==> config.mk <==
export PLATFORM = sky130hd
export DESIGN_NAME = result_scoreboard_flat
export DESIGN_NICKNAME = d
export VERILOG_FILES = /design/src/rtl/result_scoreboard_if.sv /design/src/rtl/result_scoreboard.sv /design/src/flat_wrapper.sv
export SDC_FILE = /design/constraint.sdc
export NUM_CORES = 1
export LEC_CHECK = 0
export BUFFER_PORTS_ARGS = -buffer_cell sky130_fd_sc_hd__buf_2
export CAP_MARGIN = 10
export CELL_PAD_IN_SITES_DETAIL_PLACEMENT = 1
export CELL_PAD_IN_SITES_GLOBAL_PLACEMENT = 2
export CORE_MARGIN = 2
export CORE_UTILIZATION = 46
export CTS_BUF_LIST = sky130_fd_sc_hd__clkbuf_8
export CTS_CLUSTER_DIAMETER = 30
export DETAILED_ROUTE_END_ITERATION = 6
export PLACE_DENSITY = 0.95
export REMOVE_ABC_BUFFERS = 1
export SYNTH_ARGS = -nofsm -noshare
export SYNTH_HDL_FRONTEND = slang
export SYNTH_SLANG_ARGS = --single-unit
==> constraint.sdc <==
create_clock -name clk -period 11.5 [get_ports clk]
set_input_delay 0 -clock clk [delete_from_list [all_inputs] [get_ports clk]]
set_output_delay 0 -clock clk [all_outputs]
set_load 0.01 [all_outputs]
==> src/rtl/result_scoreboard_if.sv <==
// rtl/result_scoreboard_if.sv - golden, DUT result and comparator handshakes of result_scoreboard
interface result_scoreboard_if #(
    parameter int WIDTH = 32
);
    logic             gold_valid;
    logic             gold_ready;
    logic [WIDTH-1:0] gold_data;
    logic             res_valid;
    logic             res_ready;
    logic [WIDTH-1:0] res_data;
    logic [WIDTH-1:0] test_result;
    logic [WIDTH-1:0] gold_result;
    logic             cmp_valid;
    logic             match;

    modport master (
        output gold_valid, gold_data, res_valid, res_data, match,
        input  gold_ready, res_ready, test_result, gold_result, cmp_valid
    );

    modport slave (
        input  gold_valid, gold_data, res_valid, res_data, match,
        output gold_ready, res_ready, test_result, gold_result, cmp_valid
    );
endinterface

==> src/rtl/result_scoreboard.sv <==
// rtl/result_scoreboard.sv - pairs DUT results with stored goldens, counts checks and mismatches
module result_scoreboard #(
    parameter int WIDTH       = 32,
    parameter int DEPTH       = 8,
    parameter int NUM_VECTORS = 16,
    parameter int CNT_W       = 16
) (
    input  logic               clk,
    input  logic               reset,
    input  logic               start,
    result_scoreboard_if.slave bus,
    output logic               busy,
    output logic               done,
    output logic               pass,
    output logic [CNT_W-1:0]   checked_count,
    output logic [CNT_W-1:0]   error_count,
    output logic               first_err_valid,
    output logic [CNT_W-1:0]   first_err_idx
);
    localparam int AW = $clog2(DEPTH);

    typedef enum logic [1:0] {S_IDLE, S_RUN, S_CHECK, S_DONE} state_t;

    state_t           state_q, state_d;
    logic [WIDTH-1:0] mem [DEPTH];
    logic [AW:0]      wr_ptr, rd_ptr;
    logic             full, empty, push;
    logic             take, clear_cnt, res_ready_c, cmp_valid_c;
    logic [WIDTH-1:0] test_q, gold_q;

    // Extra pointer bit distinguishes full from empty when the indices coincide.
    assign empty = (wr_ptr == rd_ptr);
    assign full  = (wr_ptr[AW] != rd_ptr[AW]) && (wr_ptr[AW-1:0] == rd_ptr[AW-1:0]);
    assign push  = bus.gold_valid && !full;

    assign bus.gold_ready  = !full;
    assign bus.res_ready   = res_ready_c;
    assign bus.cmp_valid   = cmp_valid_c;
    assign bus.test_result = test_q;
    assign bus.gold_result = gold_q;

    assign busy = (state_q == S_RUN) || (state_q == S_CHECK);
    assign done = (state_q == S_DONE);
    assign pass = done && (error_count == '0);

    always_ff @(posedge clk) begin
        if (reset) state_q <= S_IDLE;
        else       state_q <= state_d;
    end

    always_comb begin
        state_d     = state_q;
        res_ready_c = 1'b0;
        cmp_valid_c = 1'b0;
        take        = 1'b0;
        clear_cnt   = 1'b0;
        case (state_q)
            S_IDLE, S_DONE: begin
                if (start) begin
                    clear_cnt = 1'b1;
                    state_d   = S_RUN;
                end
            end
            S_RUN: begin
                res_ready_c = !empty;
                if (bus.res_valid && !empty) begin
                    take    = 1'b1;
                    state_d = S_CHECK;
                end
            end
            S_CHECK: begin
                cmp_valid_c = 1'b1;
                // checked_count still holds the pre-increment value here.
                state_d = (checked_count == CNT_W'(NUM_VECTORS - 1)) ? S_DONE : S_RUN;
            end
            default: state_d = S_IDLE;
        endcase
    end

    always_ff @(posedge clk) begin
        if (push) mem[wr_ptr[AW-1:0]] <= bus.gold_data;
    end

    always_ff @(posedge clk) begin
        if (reset) begin
            wr_ptr          <= '0;
            rd_ptr          <= '0;
            test_q          <= '0;
            gold_q          <= '0;
            checked_count   <= '0;
            error_count     <= '0;
            first_err_valid <= 1'b0;
            first_err_idx   <= '0;
        end else begin
            if (push) wr_ptr <= wr_ptr + 1'b1;
            if (take) begin
                rd_ptr <= rd_ptr + 1'b1;
                test_q <= bus.res_data;
                gold_q <= mem[rd_ptr[AW-1:0]];
            end
            if (clear_cnt) begin
                checked_count   <= '0;
                error_count     <= '0;
                first_err_valid <= 1'b0;
                first_err_idx   <= '0;
            end else if (cmp_valid_c) begin
                checked_count <= checked_count + 1'b1;
                if (!bus.match) begin
                    if (error_count != '1) error_count <= error_count + 1'b1;
                    if (!first_err_valid) begin
                        first_err_valid <= 1'b1;
                        first_err_idx   <= checked_count;
                    end
                end
            end
        end
    end
endmodule

==> src/flat_wrapper.sv <==
// flat-port wrapper written by rule: the top's interface ports become plain ports
module result_scoreboard_flat 
#(
    parameter int WIDTH       = 32,
    parameter int DEPTH       = 8,
    parameter int NUM_VECTORS = 16,
    parameter int CNT_W       = 16
)
  (clk, reset, start, busy, done, pass, checked_count, error_count, first_err_valid, first_err_idx, bus_gold_valid, bus_gold_data, bus_res_valid, bus_res_data, bus_match, bus_gold_ready, bus_res_ready, bus_test_result, bus_gold_result, bus_cmp_valid);
  result_scoreboard_if #(.WIDTH(WIDTH)) bus_i ();
  input  logic clk;
  input  logic reset;
  input  logic start;
  output logic busy;
  output logic done;
  output logic pass;
  output logic [CNT_W-1:0] checked_count;
  output logic [CNT_W-1:0] error_count;
  output logic first_err_valid;
  output logic [CNT_W-1:0] first_err_idx;
  input wire logic [$bits(bus_i.gold_valid)-1:0] bus_gold_valid;
  input wire logic [$bits(bus_i.gold_data)-1:0] bus_gold_data;
  input wire logic [$bits(bus_i.res_valid)-1:0] bus_res_valid;
  input wire logic [$bits(bus_i.res_data)-1:0] bus_res_data;
  input wire logic [$bits(bus_i.match)-1:0] bus_match;
  output wire logic [$bits(bus_i.gold_ready)-1:0] bus_gold_ready;
  output wire logic [$bits(bus_i.res_ready)-1:0] bus_res_ready;
  output wire logic [$bits(bus_i.test_result)-1:0] bus_test_result;
  output wire logic [$bits(bus_i.gold_result)-1:0] bus_gold_result;
  output wire logic [$bits(bus_i.cmp_valid)-1:0] bus_cmp_valid;
  assign bus_i.gold_valid = bus_gold_valid;
  assign bus_i.gold_data = bus_gold_data;
  assign bus_i.res_valid = bus_res_valid;
  assign bus_i.res_data = bus_res_data;
  assign bus_i.match = bus_match;
  assign bus_gold_ready = bus_i.gold_ready;
  assign bus_res_ready = bus_i.res_ready;
  assign bus_test_result = bus_i.test_result;
  assign bus_gold_result = bus_i.gold_result;
  assign bus_cmp_valid = bus_i.cmp_valid;
  result_scoreboard #(.WIDTH(WIDTH), .DEPTH(DEPTH), .NUM_VECTORS(NUM_VECTORS), .CNT_W(CNT_W)) u_core (.clk(clk), .reset(reset), .start(start), .bus(bus_i), .busy(busy), .done(done), .pass(pass), .checked_count(checked_count), .error_count(error_count), .first_err_valid(first_err_valid), .first_err_idx(first_err_idx));
endmodule
==> impl_metrics.prom <==
# TYPE chip_impl_metric gauge
chip_impl_metric{name="synth_xor_xnor_area_share",unit="%"} 1.233
chip_impl_metric{name="vias_in_the_first_global_route",unit=""} 10650
chip_impl_info{name="clk_root_buffer_cell",value="clkbuf_8"} 1
chip_impl_metric{name="worst_ir_drop_vdd",unit="mV"} 0.1250
chip_impl_metric{name="ys_seq_area_share",unit="%"} 68.98
chip_impl_info{name="holdCritPathClass",value="in -> reg"} 1
chip_impl_metric{name="total_switching_power",unit="mW"} 0.8168
chip_impl_metric{name="fmax_achieved",unit="MHz"} 245.1
chip_impl_metric{name="finalNonFillerCells",unit=""} 1754
chip_impl_metric{name="synth.ff_latch_count",unit=""} 379
chip_impl_metric{name="post_route_cells_drive_above_1_share",unit="%"} 31.21
chip_impl_metric{name="max-clock-path-buffers",unit=""} 3
chip_impl_metric{name="regToRegSetupSlack",unit="ps"} 7420
chip_impl_metric{name="critical_path_arrival",unit="ps"} 4600
chip_impl_metric{name="avgViaCountPerCell",unit=""} 5.498
chip_impl_metric{name="finish.instance_area",unit="sq um"} 18740
chip_impl_metric{name="worst_hold_margin",unit="ps"} 207.1
chip_impl_info{name="synth_top_family_by_area",value="multiplexers"} 1
chip_impl_metric{name="design.final.nets",unit=""} 1362
chip_impl_metric{name="timing.clock.skew",unit="ps"} 34.77
chip_impl_info{name="timing.critical_path.from_type",value="register"} 1
chip_impl_info{name="reg2reg_end",value="u_core.bus.test_result[23]"} 1
chip_impl_metric{name="postSynthAreaPerCell",unit="sq um"} 15.25
chip_impl_metric{name="syn2layout_area_growth",unit="%"} 27.37
chip_impl_metric{name="core.rowCount",unit=""} 65
chip_impl_metric{name="leakage",unit="nW"} 6.725
chip_impl_metric{name="final.period_utilization",unit="%"} 35.48
chip_impl_metric{name="global_route_wire_length_before_repair",unit="mm"} 60.43
chip_impl_metric{name="sw_frac_of_total",unit="%"} 24.07
chip_impl_metric{name="drtAntennaViolNets",unit=""} 0
chip_impl_metric{name="fraction_of_the_mapped_netlist_area_in_compound_gates",unit="%"} 6.582
chip_impl_metric{name="tritoncts.num_buffers",unit=""} 79
chip_impl_metric{name="vias",unit=""} 9644
chip_impl_metric{name="cp.required",unit="ps"} 12020
chip_impl_metric{name="die-width",unit="um"} 182.9
chip_impl_metric{name="remaining_drc_errors",unit=""} 0
chip_impl_metric{name="antenna_violations_before_repair",unit=""} 3
chip_impl_info{name="rr_startpoint",value="u_core.rd_ptr[2]"} 1
chip_impl_info{name="min-delay-start",value="bus_gold_data[24]"} 1
chip_impl_metric{name="max_slew_margin",unit="%"} 19.62
chip_impl_info{name="yosys.area.top_type",value="edfxtp_1"} 1
chip_impl_metric{name="hold-path-cell-count",unit=""} 2
chip_impl_info{name="layout.cells.most_common_list",value="edfxtp_1, buf_2, dfxtp_1, nand2_1, dlygate4sd3_1"} 1
chip_impl_metric{name="intPower",unit="mW"} 2.576
chip_impl_metric{name="core_area",unit="sq um"} 31560
chip_impl_metric{name="synth-adder-area-share",unit="%"} 0.6803
chip_impl_metric{name="groute.usage.overall",unit="%"} 23.66
chip_impl_metric{name="synth.yosys.warnings",unit=""} 0
chip_impl_metric{name="synthesis.area",unit="sq um"} 14710
chip_impl_metric{name="route.final.wire_length",unit="mm"} 38.85
chip_impl_metric{name="ff2ff_path_depth",unit=""} 6
chip_impl_metric{name="share_of_synthesized_registers_carrying_an_async_set_or_reset",unit="%"} 0
chip_impl_metric{name="globalplace.congestion",unit=""} 0.7454
chip_impl_metric{name="wl_per_cell",unit="um"} 22.15
chip_impl_metric{name="cellPowerDensity",unit="nW/um^2"} 181.1
chip_impl_metric{name="power_frac_clock",unit="%"} 47.1
chip_impl_metric{name="effective_utilization_at_floorplan",unit="%"} 46.63
chip_impl_metric{name="post-dp-hpwl",unit="mm"} 21.46
chip_impl_metric{name="power_frac_comb",unit="%"} 8.0
chip_impl_metric{name="grt_max_degree",unit=""} 70
chip_impl_info{name="tritoncts",value="built"} 1
chip_impl_metric{name="max-cap-violations",unit=""} 0
chip_impl_metric{name="mux_share_of_post_synthesis_cell_area",unit="%"} 12.25
chip_impl_metric{name="syn-instance-count",unit=""} 965
chip_impl_metric{name="synth.distinct_cells",unit=""} 48
chip_impl_metric{name="finalMaxSlewViolations",unit=""} 0
chip_impl_metric{name="placed_area",unit="sq um"} 16000
chip_impl_metric{name="postCtsSetupRepairBufs",unit=""} 0
chip_impl_metric{name="critPathMaxFanout",unit=""} 69
chip_impl_info{name="hold_path_end",value="u_core.mem[2][24]"} 1
chip_impl_metric{name="die_y",unit="um"} 182.9
chip_impl_info{name="outcome",value="finished clean"} 1
chip_impl_metric{name="dp.cells",unit=""} 1510
chip_impl_metric{name="post-synth-top-area-fraction",unit="%"} 52.24
chip_impl_metric{name="p_seq_share",unit="%"} 45.0
chip_impl_info{name="grt_setup_unrepaired",value="no"} 1
chip_impl_info{name="critical_path_class",value="reg -> reg"} 1
chip_impl_metric{name="drtPass1Iterations",unit=""} 5
chip_impl_metric{name="io_buffer_count",unit=""} 188
chip_impl_metric{name="cts.reportedPaths.clkPinSlew",unit="ps"} 70
chip_impl_info{name="setup_crit_end_kind",value="register"} 1
chip_impl_info{name="ys_top_cells_by_area",value="edfxtp_1, dfxtp_1, mux4_2"} 1
chip_impl_info{name="layout_commonest_cell",value="edfxtp_1"} 1
chip_impl_metric{name="dieArea",unit="sq um"} 33430
chip_impl_metric{name="cts-htree-levels",unit=""} 3
chip_impl_metric{name="timing.final.hold_violations",unit=""} 0
chip_impl_metric{name="cts_sinks",unit=""} 379
chip_impl_info{name="yosys_most_used_dff",value="edfxtp_1"} 1
chip_impl_metric{name="synth_simple_gate_area_share",unit="%"} 7.908
chip_impl_metric{name="report.power.total",unit="mW"} 3.393
chip_impl_metric{name="drtIter0Drc",unit=""} 618
chip_impl_metric{name="final_sum_of_negative_setup_slack",unit="ps"} 0
chip_impl_metric{name="i_o_pins",unit=""} 189
chip_impl_metric{name="layout_min_cycle_time",unit="ps"} 4081
chip_impl_metric{name="grt_overflow",unit=""} 0
chip_impl_metric{name="final-setup-viol-count",unit=""} 0
chip_impl_metric{name="worst_skew_pair.late_latency",unit="ps"} 610
chip_impl_metric{name="synth-edff-count",unit=""} 256
chip_impl_metric{name="timing_worst_slew_pin_value",unit="ps"} 1203
==> power by group through the flow <==
| stage | logic [mW] | clock network [mW] | registers, mW |
|---|---|---|---|
| floorplan | 0.131 | 0 | 1.56 |
| global placement | 0.229 | 0 | 1.55 |
| detailed placement | 0.239 | 0 | 1.55 |
| CTS | 0.271 | 1.62 | 1.53 |
| global route | 0.293 | 1.69 | 1.53 |
| finish | 0.270 | 1.60 | 1.53 |
==> registers in the layout (all words and copies together), names as in the netlist <==
register / flops
u_core.bus.gold_result: 32
u_core.bus.test_result: 32
u_core.checked_count: 16
u_core.error_count: 16
u_core.first_err_idx: 16
u_core.first_err_valid: 1
u_core.mem: 256
u_core.rd_ptr: 4
u_core.state_q: 2
u_core.wr_ptr: 4
==> per-layer routing <==
layer  vias up  part of all wire [%]  global-route usage (%)
li1       4350                     -                       -
met2       340                    52                   41.61
met5         -                     0                       0
met1      4869                    40                   28.54
met3        85                   5.7                   4.944
met4         0                   2.8                   9.600
==> cells in the mapped netlist (4+ instances only) <==
library cell  count
a211oi_1         12
a211oi_2         20
a21oi_1          66
a31oi_1           4
and3_1            8
buf_2            14
buf_4             9
buf_6             6
clkbuf_1         25
dfxtp_1         123
edfxtp_1        256
ha_1              8
inv_1            11
mux2i_1          35
mux4_2           64
nand2_1         116
nand2b_1          5
nand3_1          10
nand4_1           9
nor2_1           64
nor3_1            7
nor4_1            7
o21ai_0          15
o31ai_1           7
or3_1            10
or4_1             7
xnor2_1           8
xor2_1            9
==> final cells by class <==
cell class | instances | area [sq um]
fill | 3080 | 12810
sequential | 379 | 10160
multi-input combinational | 519 | 4272
timing repair buffer | 294 | 1977
clock buffer | 84 | 1156
clock inverter | 62 | 626.9
tap | 402 | 503.0
inverter | 11 | 41.29
antenna | 3 | 7.507
==> how the worst max path moves through the flow <==
stage                                 endpoint  cells after the start             start  slack [ps]
floorplan                     u_core.mem[4][0]                      4  u_core.rd_ptr[0]        5250
global placement    u_core.bus.gold_result[14]                      5  u_core.rd_ptr[2]        8090
finish              u_core.bus.test_result[23]                      6  u_core.rd_ptr[2]        7420
detailed placement  u_core.bus.gold_result[31]                      5  u_core.rd_ptr[2]        7930
global route         u_core.bus.test_result[4]                      6  u_core.rd_ptr[2]        7130
CTS                 u_core.bus.test_result[25]                      6  u_core.rd_ptr[2]        7390
==> critical path: stages, from the launching register on <==
cell and delay, ps:
dfxtp_4 1000, xor2_1 530, o41a_2 820, buf_4 680
nand2_1 130, a21oi_1 180, dlygate4sd3_1 570
==> cell families (layout without fill, tap and decap cells) <==
| logic type | Yosys count | count (layout) |
|---|---|---|
| DFF | 379 | 379 |
| AOI/OAI and AO/OA | 135 | 135 |
| muxes | 100 | 100 |
| adders and majority gates | 8 | 8 |
| buffers and inverters | 67 | 451 |
| xor gates and xnor gates | 19 | 19 |
| and+or+nand+nor | 257 | 257 |
| other | 0 | 3 |
==> per-stage QoR <==
stage | util (%) | setup slack (ps)
after floorplan | - | 5249
after global placement | 50.71 | 8094
after detailed placement | 50.71 | 7932
after CTS | 59.37 | 7392
after global routing | 59.39 | 7127
final | 59.39 | 7420
==> repair_timing <==
action | CTS | global route
endpoints found under the hold margin | 309 | 0
gates resized for setup | 0 | 0
hold buffers | 95 | 0
Note: power is estimated with default switching activity, not from simulation.
